**config.mk**
```make
export PLATFORM = sky130hd
export DESIGN_NAME = sap1_sequencer
export DESIGN_NICKNAME = d
export VERILOG_FILES = /design/src/rtl/sap1_sequencer.sv
export SDC_FILE = /design/constraint.sdc
export NUM_CORES = 1
export LEC_CHECK = 0
export CORE_ASPECT_RATIO = 0.6
export CORE_MARGIN = 8
export CORE_UTILIZATION = 40
export CTS_BUF_LIST = sky130_fd_sc_hd__clkbuf_16
export DETAILED_ROUTE_END_ITERATION = 10
export DONT_BUFFER_PORTS = 1
export PLACE_DENSITY = 0.54
export SLEW_MARGIN = 20
export SYNTH_ARGS = -nofsm -noshare
export SYNTH_HDL_FRONTEND = slang
export SYNTH_SLANG_ARGS = --single-unit
```
**constraint.sdc**
```tcl
create_clock -name clk -period 4.4 [get_ports clk]
set_input_delay 0.88 -clock clk [delete_from_list [all_inputs] [get_ports clk]]
set_output_delay 0.88 -clock clk [all_outputs]
set_load 0.02 [all_outputs]
```
**src/rtl/sap1_sequencer.sv**
```systemverilog
// SAP-1 style control sequencer: 3-cycle FETCH/DECODE/EXECUTE loop driving an
// external 16x8 RAM, with accumulator, carry flag and output register.
module sap1_sequencer #(
    parameter logic [3:0] RESET_PC = 4'h0
) (
    input  logic       clk,
    input  logic       rst,
    input  logic       start,
    input  logic [7:0] ram_rdata,
    output logic       ram_ce,
    output logic       ram_we,
    output logic [3:0] ram_addr,
    output logic [7:0] ram_wdata,
    output logic [7:0] out_port,
    output logic       out_valid,
    output logic       carry,
    output logic       halted
);

    typedef enum logic [2:0] {
        S_IDLE,
        S_FETCH,
        S_DECODE,
        S_EXECUTE,
        S_HALT
    } state_t;

    localparam logic [3:0] OP_LDA = 4'b0000;
    localparam logic [3:0] OP_SUB = 4'b0001;
    localparam logic [3:0] OP_ADD = 4'b0010;
    localparam logic [3:0] OP_STA = 4'b0011;
    localparam logic [3:0] OP_JMP = 4'b0100;
    localparam logic [3:0] OP_OUT = 4'b1110;
    localparam logic [3:0] OP_HLT = 4'b1111;

    state_t     state_q, state_d;
    logic [3:0] pc_q, pc_d;
    logic [7:0] ir_q, ir_d;
    logic [7:0] acc_q, acc_d;
    logic [7:0] out_port_q, out_port_d;
    logic       carry_q, carry_d;
    logic       out_valid_q, out_valid_d;
    logic       halted_q, halted_d;
    logic       ram_ce_q, ram_ce_d;
    logic       ram_we_q, ram_we_d;
    logic [3:0] ram_addr_q, ram_addr_d;

    logic [3:0] opcode;
    logic [3:0] operand;
    logic [8:0] sum;
    logic       is_mem_op;

    assign opcode    = ir_q[7:4];
    assign operand   = ir_q[3:0];
    assign sum       = {1'b0, acc_q} + {1'b0, ram_rdata};
    assign is_mem_op = (opcode == OP_LDA) || (opcode == OP_SUB) ||
                       (opcode == OP_ADD) || (opcode == OP_STA);

    assign ram_ce    = ram_ce_q;
    assign ram_we    = ram_we_q;
    assign ram_addr  = ram_addr_q;
    assign ram_wdata = acc_q;
    assign out_port  = out_port_q;
    assign out_valid = out_valid_q;
    assign carry     = carry_q;
    assign halted    = halted_q;

    // RAM strobes are registered: they are computed for the state being entered,
    // so the async reset clears them without waiting for a clock edge.
    always_comb begin
        state_d     = state_q;
        pc_d        = pc_q;
        ir_d        = ir_q;
        acc_d       = acc_q;
        out_port_d  = out_port_q;
        carry_d     = carry_q;
        out_valid_d = 1'b0;
        halted_d    = halted_q;
        ram_ce_d    = 1'b0;
        ram_we_d    = 1'b0;
        ram_addr_d  = ram_addr_q;

        case (state_q)
            S_IDLE: begin
                if (start) begin
                    state_d = S_FETCH;
                end
            end
            S_FETCH: begin
                ir_d    = ram_rdata;
                pc_d    = pc_q + 4'd1;
                state_d = S_DECODE;
            end
            S_DECODE: begin
                state_d = S_EXECUTE;
                if (is_mem_op) begin
                    ram_ce_d   = 1'b1;
                    ram_we_d   = (opcode == OP_STA);
                    ram_addr_d = operand;
                end
            end
            S_EXECUTE: begin
                state_d = S_FETCH;
                case (opcode)
                    OP_LDA: acc_d = ram_rdata;
                    OP_ADD: {carry_d, acc_d} = sum;
                    OP_SUB: begin
                        acc_d   = acc_q - ram_rdata;
                        carry_d = (ram_rdata > acc_q);
                    end
                    OP_JMP: pc_d = operand;
                    OP_OUT: begin
                        out_port_d  = acc_q;
                        out_valid_d = 1'b1;
                    end
                    OP_HLT: begin
                        state_d  = S_HALT;
                        halted_d = 1'b1;
                    end
                    default: ;
                endcase
            end
            S_HALT: ;
            default: state_d = S_IDLE;
        endcase

        if (state_d == S_FETCH) begin
            ram_ce_d   = 1'b1;
            ram_addr_d = pc_d;
        end
    end

    always_ff @(posedge clk or posedge rst) begin
        if (rst) begin
            state_q     <= S_IDLE;
            pc_q        <= RESET_PC;
            ir_q        <= 8'h00;
            acc_q       <= 8'h00;
            out_port_q  <= 8'h00;
            carry_q     <= 1'b0;
            out_valid_q <= 1'b0;
            halted_q    <= 1'b0;
            ram_ce_q    <= 1'b0;
            ram_we_q    <= 1'b0;
            ram_addr_q  <= 4'h0;
        end else begin
            state_q     <= state_d;
            pc_q        <= pc_d;
            ir_q        <= ir_d;
            acc_q       <= acc_d;
            out_port_q  <= out_port_d;
            carry_q     <= carry_d;
            out_valid_q <= out_valid_d;
            halted_q    <= halted_d;
            ram_ce_q    <= ram_ce_d;
            ram_we_q    <= ram_we_d;
            ram_addr_q  <= ram_addr_d;
        end
    end

endmodule

```
Word level (Yosys, flattened, before mapping)
Index checks and enable logic that the tools add are counted.
{ "classes": {"add_sub_neg": 3, "magnitude_cmp": 1, "n_eq_ne": 11, "muxes": 17, "n_reduce_logical": 14} }
{ "ops": {"columns": ["op", "count"], "rows": [
  ["8-bit case mux with 3 select lines", 1],
  ["4-bit two-way mux", 4],
  ["3-bit case mux with 5 select lines", 1],
  ["2-bit AND reduction", 5],
  ["8-bit by 8-bit adder with 9-bit output", 1],
  ["4-bit by 2-bit == test with 1-bit output (second input constant)", 2],
  ["4-bit == test (second input constant)", 2],
  ["8-bit > comparator", 1],
  ["4-bit case mux with 2 select lines", 1],
  ["8-bit subtractor", 1],
  ["1-bit two-way mux", 7],
  ["3-bit by 1-bit == test with 1-bit output (second input constant)", 2],
  ["3-bit by 2-bit == test with 1-bit output (second input constant)", 2],
  ["3-bit two-way mux", 2],
  ["2-bit nonzero test", 3],
  ["4-bit by 1-bit adder with 4-bit output (second input constant)", 1],
  ["4-bit by 1-bit == test with 1-bit output (second input constant)", 1],
  ["4-bit by 3-bit == test with 1-bit output (second input constant)", 1],
  ["4-bit zero test", 1],
  ["3-bit == test (second input constant)", 1],
  ["3-bit zero test", 1],
  ["1-bit logical OR", 3],
  ["3-bit nonzero test", 1],
  ["1-bit case mux with 2 select lines", 1]
]} }
{ "totals": {"regBits": 40, "inputBits": 11, "out_inout_bits": 25, "elab_cells": 57} }

Logic depth before layout (Yosys ltp)
Gate-level depths: netlist of run 1.
{ "depth": {"ltp_word": 7, "depth_mapped": 8, "depth_no_buf": 8} }

Worst setup path after synthesis of run 1
Ideal clock, no wire load.
{ "synth_path": {"path_kind": "input-to-reg", "startpoint": "input port ram_rdata[0]", "endpoint": "register carry_q, in the netlist carry", "setup_ns": 0.103, "arrival_time_ns": 2.556, "required_ns": 4.297, "slack_ns": 1.740, "path_stages": 8, "n_path_buf": 0, "path_cell_list": "ha_1 > inv_1 > fa_1 > o21ba_1 > or4_1 > a211oi_1 > a2111oi_0 > o41ai_2"} }
{ "synth_between": {"elab_chain_len": 2, "elab_cells_between_ends": 3, "cone_classes": "1 x add/sub; 1 x order compare; 1 x mux"} }
{ "synth_lines": {"columns": ["element", "line_no", "rtl"], "rows": [
  ["from (decl)", "9", "input logic [7:0] ram_rdata,"],
  ["8-bit by 8-bit adder with 9-bit output / 8-bit > comparator (equally long branches)", "55, 109", null],
  ["1-bit case mux with 2 select lines (*)", "104", "case (opcode)"],
  ["to (signal assigned)", "152", "carry_q <= carry_d;"],
  ["to (decl)", "41", "logic carry_q, carry_d;"]
]} }
Every way passes the cells marked *; elsewhere a longest branch is shown, timed or not.
A chain may end at the register's enable or synchronous reset.

Worst setup path in the final report of run 1
{ "layout_path": {"startpoint": "register acc_q[0], in the netlist ram_wdata[0]", "endpoint": "register carry_q, in the netlist carry"} }
{ "layout_between": {"elab_chain_len": 2, "elab_cells_between_ends": 3, "cone_classes": "1 x add/sub; 1 x order compare; 1 x mux"} }
{ "layout_lines": {"columns": ["element", "line_no", "rtl"], "rows": [
  ["from (decl)", "39", "logic [7:0] acc_q, acc_d;"],
  ["from (signal assigned)", "138", "acc_q <= 8'h00;"],
  ["from (signal assigned)", "150", "acc_q <= acc_d;"],
  ["8-bit by 8-bit adder with 9-bit output / 8-bit > comparator (equally long branches)", "55, 109", null],
  ["1-bit case mux with 2 select lines (*)", "104", null]
]} }
Marks and branches as above.

==> results of run 1 <==
==> layout make-up <==
cell class,count,area share [%]
timing repair buffer,2,0.536
clock buffer,5,4.47
multi-input combinational,198,52.9
clock inverter,3,0.402
sequential,40,35.7
tap,84,3.75
inverter,16,2.14
==> per-stage QoR <==
step	total power, mW	instance area, µm²
detailed placement	1.90	2660
global route	2.43	2800
finish	2.25	2800
CTS	2.26	2800
global placement	1.90	2660
floorplan	1.67	2600
==> power by group through the flow <==
stage | combinational (mW) | sequential, mW | clock (mW)
after detailed placement | 0.994 | 0.907 | 0
after CTS | 0.999 | 0.906 | 0.351
after floorplan | 0.881 | 0.786 | 0
final | 1.00 | 0.902 | 0.345
after global routing | 1.11 | 0.944 | 0.369
after global placement | 0.990 | 0.908 | 0
==> layout by cell type (no fill, tap or decap), drive strengths merged, types with 2 or more instances in the layout <==
cell     Yosys  layout
dfrtp       40      40
nor2        26      26
inv         16      17
ha          17      17
mux2        16      16
nand2       16      16
a21oi       12      12
o21ai       12      12
nor2b        6       6
o22ai        6       6
nor3b        5       5
a31oi        5       5
or3          5       5
clkbuf       3       5
nor3         5       5
a221o        4       4
nand2b       4       4
a211oi       4       4
and3         3       3
a221oi       3       3
nand3        3       3
xnor2        3       3
or2          3       3
mux2i        3       3
o21a         3       3
a22oi        3       3
nor4b        3       3
nand4        2       2
and2         2       2
a2bb2oi      2       2
a21o         2       2
clkinv       0       2
o32a         2       2
fa           2       2
buf          8       2
==> kinds of logic (layout without fill, tap and decap cells) <==
group,count (synthesis),in the layout,synth area share (%)
AOI/OAI and AO/OA,67,67,18.0
and+or+nand+nor,89,89,19.9
xor gates and xnor gates,4,4,1.35
DFF,40,40,38.5
buffers and inverters,27,26,4.48
muxes,19,19,8.08
adders and majority gates,19,19,9.72
==> worst max-delay path, cell delays in order (launching register included) <==
cell	delay, ns
dfrtp_1	0.53
ha_1	0.24
inv_1	0.05
fa_1	0.40
o21ba_1	0.20
or4_1	0.46
a211oi_1	0.26
a2111oi_0	0.10
o41ai_2	0.23
==> worst paths after layout <==
kind,start,depth (start not counted),slack [ns],end
min,rst,1,0.41,out_valid
max in group asynchronous,rst,2,3.30,out_port[0]
min reg2reg,pc_q[3],1,0.47,pc_q[3]
min in group clk,pc_q[3],1,0.47,pc_q[3]
max reg2reg,ram_wdata[0],8,1.83,carry
max,ram_wdata[0],8,1.83,carry
==> sequential cells by signal, summed over array words and instances (netlist names) <==
signal,count
state_q,3
halted,1
ram_ce,1
pc_q,4
ram_wdata,8
out_port,8
ram_addr,4
ram_we,1
carry,1
ir_q,8
out_valid,1
==> per-layer routing <==
| layer | wire length [µm] | up-vias | GRT usage, % |
|---|---|---|---|
| met5 | 0 | - | 0 |
| met4 | 51 | 0 | 3.59 |
| met3 | 600 | 7 | 5.00 |
| met2 | 2460 | 61 | 18.0 |
| met1 | 3450 | 966 | 21.7 |
| li1 | - | 967 | - |
==> flow_summary.yaml, run 1 <==
outcome:
  status: "finished, final reports clean"
yosys:
  postSynthCellCount: 265
  yosys_register_bits: 40
  yosys-top-cells-count: "40 x dfrtp_1, 25 x nor2_1, 17 x ha_1, 16 x inv_1, 16 x mux2_2"
  synth-edff-count: 0
  synth_flop_cell: "dfrtp_1"
  ys_seq_area_share_pct: 38.5
  yosysMostFrequentCell: "dfrtp_1"
  async_reset_ff_share_pct: 100
  syn-num-nets: 295
  avgSynthCellArea_um2: 9.81
  yosys_warnings: 0
  synth_top_cell_area_share_pct: 38.5
  syn-cell-area_um2: 2600
  ys_types: 56
  synth.area.top_cells: "dfrtp_1 38%, ha_1 8.2%, mux2_2 6.9%"
  yosysTopAreaCell: "dfrtp_1"
detailed_routing:
  dr.pass1.iters: 4
  wl_per_cell_um: 18.9
  drt-total-wl_mm: 6.57
  route.detailed.drc: 0
  via_per_inst: 5.75
  first_iter_violations: 203
  num_vias: 2001
  postRouteAntennaNets: 0
timing:
  min_period_ns: 2.57
  finalSetupTns_ns: 0
  setup_ws_ns: 1.83
  finalSetupViolCount: 0
  fin_crit_sh_pct: 58.5
  hold_viol: 0
  rsz0062_at_grt: "false"
  skew_ns: 0.00499
  fmax_mhz: 389
  drv_slew: 0
  tightest_slew_ns: 0.996
  hold_slack_ns: 0.407
  slew_headroom_pct: 33.5
placement:
  io_buffers: 0
  dp_hpwl_mm: 4.91
  pre_cts_ws_ns: 1.54
  dp.cells: 340
  routabilityCongestion: 0.849
die:
  dieArea_um2: 9420
  die_x_um: 120
  core.rowCount: 22
  core_um2: 6190
  io_pins: 36
  fp.dieH_um: 78.5
  initial_core_util_pct: 42.0
cts:
  path_clk_slew_ns: 0.06
  cts_buffer_depth: 2
  htreeDepth: 2
  cts_sinks: 40
  holdBufCountCts: 0
  cts_resized: 0
  cts_root_buf: "clkbuf_16"
  clkLatencyLatePin_ns: 0.28
  cts_tree: "built"
  cts_setup_buffers: 0
  numCtsBuffers: 5
grt:
  antenna_found_initial: 0
  grt_usage_pct: 14.2
  grt_pass1_wl_mm: 10.6
  grt_pass1_vias: 1830
  grt_overflow: 0
  grt_max_degree: 32
hold_path:
  hp-class: "in2async"
layout:
  final_cells: 348
  fillers: 595
  multi_input_area_um2: 1480
  num-nets-final: 293
  fin_util_pct: 45.2
  drive_gt1_share_pct: 12.9
  seq_area_um2: 1000
  area_growth_pct: 7.70
  diodes: 0
power:
  p_int_mw: 1.21
  p_leak_nw: 1.20
  peakVddDrop_uv: 272
  power_frac_seq_pct: 40.1
  p_sw_mw: 1.04
  clock_power_share_pct: 15.3
  switching_share_pct: 46.4
  pwr-share-comb_pct: 44.5
  powerDensity_nw_per_um2: 803
flow_run:
  cap_violations: 0
setup_path:
  critPathRequiredTime_ns: 4.58
  start_kind: "flip-flop"
  end_kind: "flip-flop"
  crit_type: "reg2reg"
  worstPathMaxFanout: 5
  worstPathArrival_ns: 2.76
(Power assumes the default switching activity.)
==> inputs of run 2 (changes only) <==
--- a/config.mk
+++ b/config.mk
@@ -11,7 +11,7 @@
 export CTS_BUF_LIST = sky130_fd_sc_hd__clkbuf_16
 export DETAILED_ROUTE_END_ITERATION = 10
 export DONT_BUFFER_PORTS = 1
-export PLACE_DENSITY = 0.54
+export PLACE_DENSITY = 0.56
 export SLEW_MARGIN = 20
 export SYNTH_ARGS = -nofsm -noshare
 export SYNTH_HDL_FRONTEND = slang
==> constraint.sdc (replaced) <==
create_clock -name clk -period 2.2 [get_ports clk]
set_input_delay 0.44 -clock clk [delete_from_list [all_inputs] [get_ports clk]]
set_output_delay 0.44 -clock clk [all_outputs]
set_load 0.02 [all_outputs]
==> flow_summary.yaml, run 2 (synthesis gave the netlist of run 1 again) <==
cts:
  cts_buffer_depth: 2
  htreeDepth: 2
  cts_sinks: 40
  cts_tree: "built"
  cts_root_buf: "clkbuf_16"
  numCtsBuffers: 5
  clkLatencyLatePin_ns: 0.28
  path_clk_slew_ns: 0.06
  holdBufCountCts: 0
layout:
  final_cells: 370
  diodes: 0
  num-nets-final: 315
  drive_gt1_share_pct: 23.4
  final_common_cell: "dfrtp_1"
  mostFrequentLayoutCells: "38 x dfrtp_1, 25 x nor2_1, 24 x buf_4"
  fin_util_pct: 48.7
  fin_area_um2: 3020
  area_growth_pct: 16.0
timing:
  finalSetupViolCount: 0
  rsz0062_at_grt: "true"
  fmax_mhz: 468
  slew_headroom_pct: 62.4
  fin_crit_sh_pct: 97.1
  setup_ws_ns: 0.0636
  hold_viol: 0
  tightest_slew_ns: 0.563
  skew_ns: 0.00472
  drv_slew: 0
  min_period_ns: 2.14
detailed_routing:
  via_per_inst: 5.64
  first_iter_violations: 126
  route.detailed.drc: 0
  met2_length_mm: 2.48
  wl_per_cell_um: 17.9
  num_vias: 2088
  drt-met1-wl_mm: 3.52
  drt-total-wl_mm: 6.61
  wl_met3_um: 592
  dr.pass1.iters: 4
  route.top_layer_used: "met4"
  postRouteAntennaNets: 0
setup_path:
  crit_slowest_cell: "or4_4"
  crit_family: "compound AO/OA/AOI/OAI gates"
  worstPathArrival_ns: 2.31
  reg2reg_to: "carry"
  worstPathMaxFanout: 3
  crit_type: "reg2reg"
  reg2reg_from: "ram_wdata[0]"
  start_kind: "flip-flop"
  crit_chain: "ha_4, inv_1, fa_2, o21ba_1, or4_4, a211oi_2, a2111oi_1, o41ai_2"
  end_kind: "flip-flop"
  cp_slowest_stage_delay_ns: 0.45
  timing.critical_path.buf_inv: 1
  rrSetupSlack_ns: 0.06
  critPathRequiredTime_ns: 2.37
  reg2reg_depth: 8
  startpoint: "ram_wdata[0]"
power:
  peakVddDrop_uv: 637
  pwr-share-comb_pct: 51.9
  switching_share_pct: 44.6
  power_frac_seq_pct: 33.6
  p_sw_mw: 2.16
  clock_power_share_pct: 14.5
  p_int_mw: 2.68
  powerDensity_nw_per_um2: 1600
  p_leak_nw: 1.30
die:
  initial_core_util_pct: 42.0
  io_pins: 36
  dieArea_um2: 9420
  core.rowCount: 22
  fp.dieH_um: 78.5
  die_x_um: 120
  core_um2: 6190
placement:
  place_area_um2: 2850
  dp.cells: 362
  dp_hpwl_mm: 5.06
  pre_cts_ws_ns: -0.00375
  io_buffers: 0
  routabilityCongestion: 0.839
grt:
  grt_pass1_wl_mm: 10.7
  grt_usage_pct: 14.1
  antenna_found_initial: 0
  grt_overflow: 0
  grt_max_degree: 41
  grt_pass1_vias: 1956
outcome:
  status: "finished, final reports clean"
flow_run:
  cap_violations: 0
hold_path:
  hp-class: "in2async"
[run 2: worst max path at each step]
stage	slack, ns	endpoint	depth (start not counted)
final	0.06	carry	8
after global routing	-0.02	carry	8
after CTS	0.03	carry	8
after detailed placement	-0.004	carry	8
after global placement	0.03	ram_wdata[6]	8
after floorplan	0.05	ram_wdata[6]	8
[run 2: stage by stage]
stage	TNS (ns)	power [mW]	hold slack [ns]
after floorplan	0	3.35	0.441
after global placement	0	4.05	0.461
after detailed placement	-0.00375	4.08	0.463
after CTS	0	4.80	0.184
after global routing	-0.0229	5.23	0.209
final	0	4.83	0.154
[run 2: cell type report]
| type | instances | area (µm²) |
|---|---|---|
| flip-flops and latches | 40 | 1000 |
| repair buffers | 24 | 180 |
| well taps | 84 | 105 |
| clock inverters | 3 | 15.0 |
| fillers | 583 | 3180 |
| multi-input cells | 198 | 1530 |
| clock buffers | 5 | 125 |
| inverters | 16 | 60.1 |
[run 2: worst register-to-register path: stages (launching register included)]
cell,delay (ns)
dfrtp_2,0.39
ha_4,0.13
inv_1,0.05
fa_2,0.33
o21ba_1,0.19
or4_4,0.45
a211oi_2,0.19
a2111oi_1,0.08
o41ai_2,0.22
[run 2: metal layers]
metal / up-vias / track usage, %
li1: 1017 / -
met1: 1006 / 21.5
met2: 63 / 17.9
met3: 2 / 5.21
met4: 0 / 2.60
met5: - / 0
[run 2: what timing repair did]
| item | 4_1_cts | 5_1_grt |
|---|---|---|
| setup endpoints to repair | 0 | 2 |
| gates resized for setup | 0 | 7 |
| setup buffers | 0 | 0 |
[run 2: power groups by stage]
stage                     Combinational [mW]  Clock [mW]  Sequential [mW]
after floorplan                         1.77           0             1.58
final                                   2.51       0.701             1.62
after detailed placement                2.44           0             1.64
after CTS                               2.46       0.715             1.63
after global routing                    2.80       0.744             1.68
after global placement                  2.42           0             1.63
==> inputs of run 3 (changes only) <==
--- a/config.mk
+++ b/config.mk
@@ -7,11 +7,11 @@
 export LEC_CHECK = 0
 export CORE_ASPECT_RATIO = 0.6
 export CORE_MARGIN = 8
-export CORE_UTILIZATION = 40
+export CORE_UTILIZATION = 37
 export CTS_BUF_LIST = sky130_fd_sc_hd__clkbuf_16
 export DETAILED_ROUTE_END_ITERATION = 10
 export DONT_BUFFER_PORTS = 1
-export PLACE_DENSITY = 0.56
+export PLACE_DENSITY = 0.53
 export SLEW_MARGIN = 20
 export SYNTH_ARGS = -nofsm -noshare
 export SYNTH_HDL_FRONTEND = slang
==> flow_summary.yaml, run 3 (synthesis gave the netlist of run 1 again) <==
die:
  dieArea_um2: 10100
  core.rowCount: 23
  fp.dieH_um: 80.9
  io_pins: 36
  initial_core_util_pct: 38.6
  core_um2: 6730
  die_x_um: 124
cts:
  cts_setup_buffers: 0
  cts_tree: "built"
  numCtsBuffers: 5
  cts_buffer_depth: 2
  cts_sinks: 40
  path_clk_slew_ns: 0.06
  cts_root_buf: "clkbuf_16"
  htreeDepth: 2
  clkLatencyLatePin_ns: 0.28
  holdBufCountCts: 0
detailed_routing:
  via_per_inst: 5.58
  dr.pass1.iters: 4
  first_iter_violations: 130
  postRouteAntennaNets: 0
  drt-total-wl_mm: 6.77
  wl_per_cell_um: 18.2
  route.detailed.drc: 0
  num_vias: 2083
grt:
  grt_overflow: 0
  antenna_found_initial: 0
  grt_usage_pct: 13.6
  grt_pass1_wl_mm: 10.8
  grt_pass1_vias: 1921
  grt_max_degree: 41
setup_path:
  crit_slowest_cell: "or4_4"
  critPathRequiredTime_ns: 2.36
  crit_family: "simple AND/OR/NAND/NOR gates"
  end_kind: "flip-flop"
  crit_type: "reg2reg"
  worstPathMaxFanout: 3
  start_kind: "flip-flop"
  startpoint: "ram_wdata[0]"
  worstPathArrival_ns: 2.28
  reg2reg_from: "ram_wdata[0]"
  crit_chain: "ha_4, inv_1, fa_2, o21ba_1, or4_4, and4b_1, a211oi_2, a31oi_1"
  cp_slowest_stage_delay_ns: 0.45
  timing.critical_path.buf_inv: 1
layout:
  fillers: 651
  fin_util_pct: 44.8
  mostFrequentLayoutCells: "38 x dfrtp_1, 25 x nor2_1, 24 x buf_4"
  diodes: 0
  final_cells: 373
  final_common_cell: "dfrtp_1"
  drive_gt1_share_pct: 23.1
  area_growth_pct: 16.0
  fin_area_um2: 3020
  num-nets-final: 315
power:
  p_leak_nw: 1.31
  peakVddDrop_uv: 665
  powerDensity_nw_per_um2: 1590
placement:
  place_area_um2: 2850
  dp.cells: 365
  routabilityCongestion: 0.809
  dp_hpwl_mm: 5.09
  io_buffers: 0
outcome:
  status: "finished, final reports clean"
timing:
  finalSetupViolCount: 0
  skew_ns: 0.00372
  hold_slack_ns: 0.166
  drv_slew: 0
  rsz0062_at_grt: "true"
  min_period_ns: 2.12
  fmax_mhz: 472
  slew_headroom_pct: 63.4
  hold_viol: 0
  finalSetupTns_ns: 0
  fin_crit_sh_pct: 96.2
  tightest_slew_ns: 0.550
hold_path:
  hp-class: "in2async"
flow_run:
  cap_violations: 0
==> run 3: cell types whose count changed in the layout (fill, tap and decap cells not counted), sizes merged <==
| cell | delta |
|---|---|
| clkinvlp | -1 |
| inv | +1 |
==> run 3: path summary, 6_finish.rpt <==
check,endpoint,slack (ns),depth (start not counted)
max in group asynchronous,ram_wdata[1],1.62,2
worst max register to register,ram_wdata[6],0.08,8
min in group clk,ir_q[5],0.30,1
worst min-delay path,out_port[0],0.17,2
worst max-delay path,ram_wdata[6],0.08,8
worst min register to register,pc_q[3],0.47,1
==> run 3: per-layer routing <==
metal / global-route usage [%] / routed length [µm]
met5: 0 / 0
met4: 2.87 / 27
met3: 5.72 / 637
met2: 15.8 / 2350
met1: 21.2 / 3760
==> run 3: power by group <==
| group | switching, mW | internal (mW) | leakage, nW |
|---|---|---|---|
| logic | 1.34 | 1.16 | 0.758 |
| registers | 0.533 | 1.09 | 0.475 |
| clock network | 0.285 | 0.408 | 0.0738 |
==> run 3: what timing repair did <==
action,4_1_cts,5_1_grt
gates resized for setup,1,5
hold endpoints to repair,0,0
cloned,0,0
endpoints found under the setup margin,1,3
==> run 3: area by class of cell <==
type	count	area [µm²]	share of cell area [%]
multi-input cells	198	1530	50.6
flip-flops and latches	40	1000	33.3
repair buffers	24	180	5.97
clock buffers	5	125	4.15
well taps	87	109	3.61
inverters	16	60.1	1.99
clock inverters	3	11.3	0.373
==> run 3: worst reg2reg max path, cell delays in order, from the launching register on <==
cell	delay, ns
dfrtp_2	0.38
ha_4	0.13
inv_1	0.05
fa_2	0.34
o21ba_1	0.20
or4_4	0.45
and4b_1	0.22
a211oi_2	0.14
a31oi_1	0.10
==> run 3: per-stage QoR <==
step	worst slack, ns	total power [mW]
4_1_cts	0.0494	4.78
6_report	0.0828	4.81
3_3_place_gp	0.0401	4.06
2_1_floorplan	0.0490	3.35
3_5_place_dp	-0.00628	4.06
5_1_grt	-0.0230	5.21
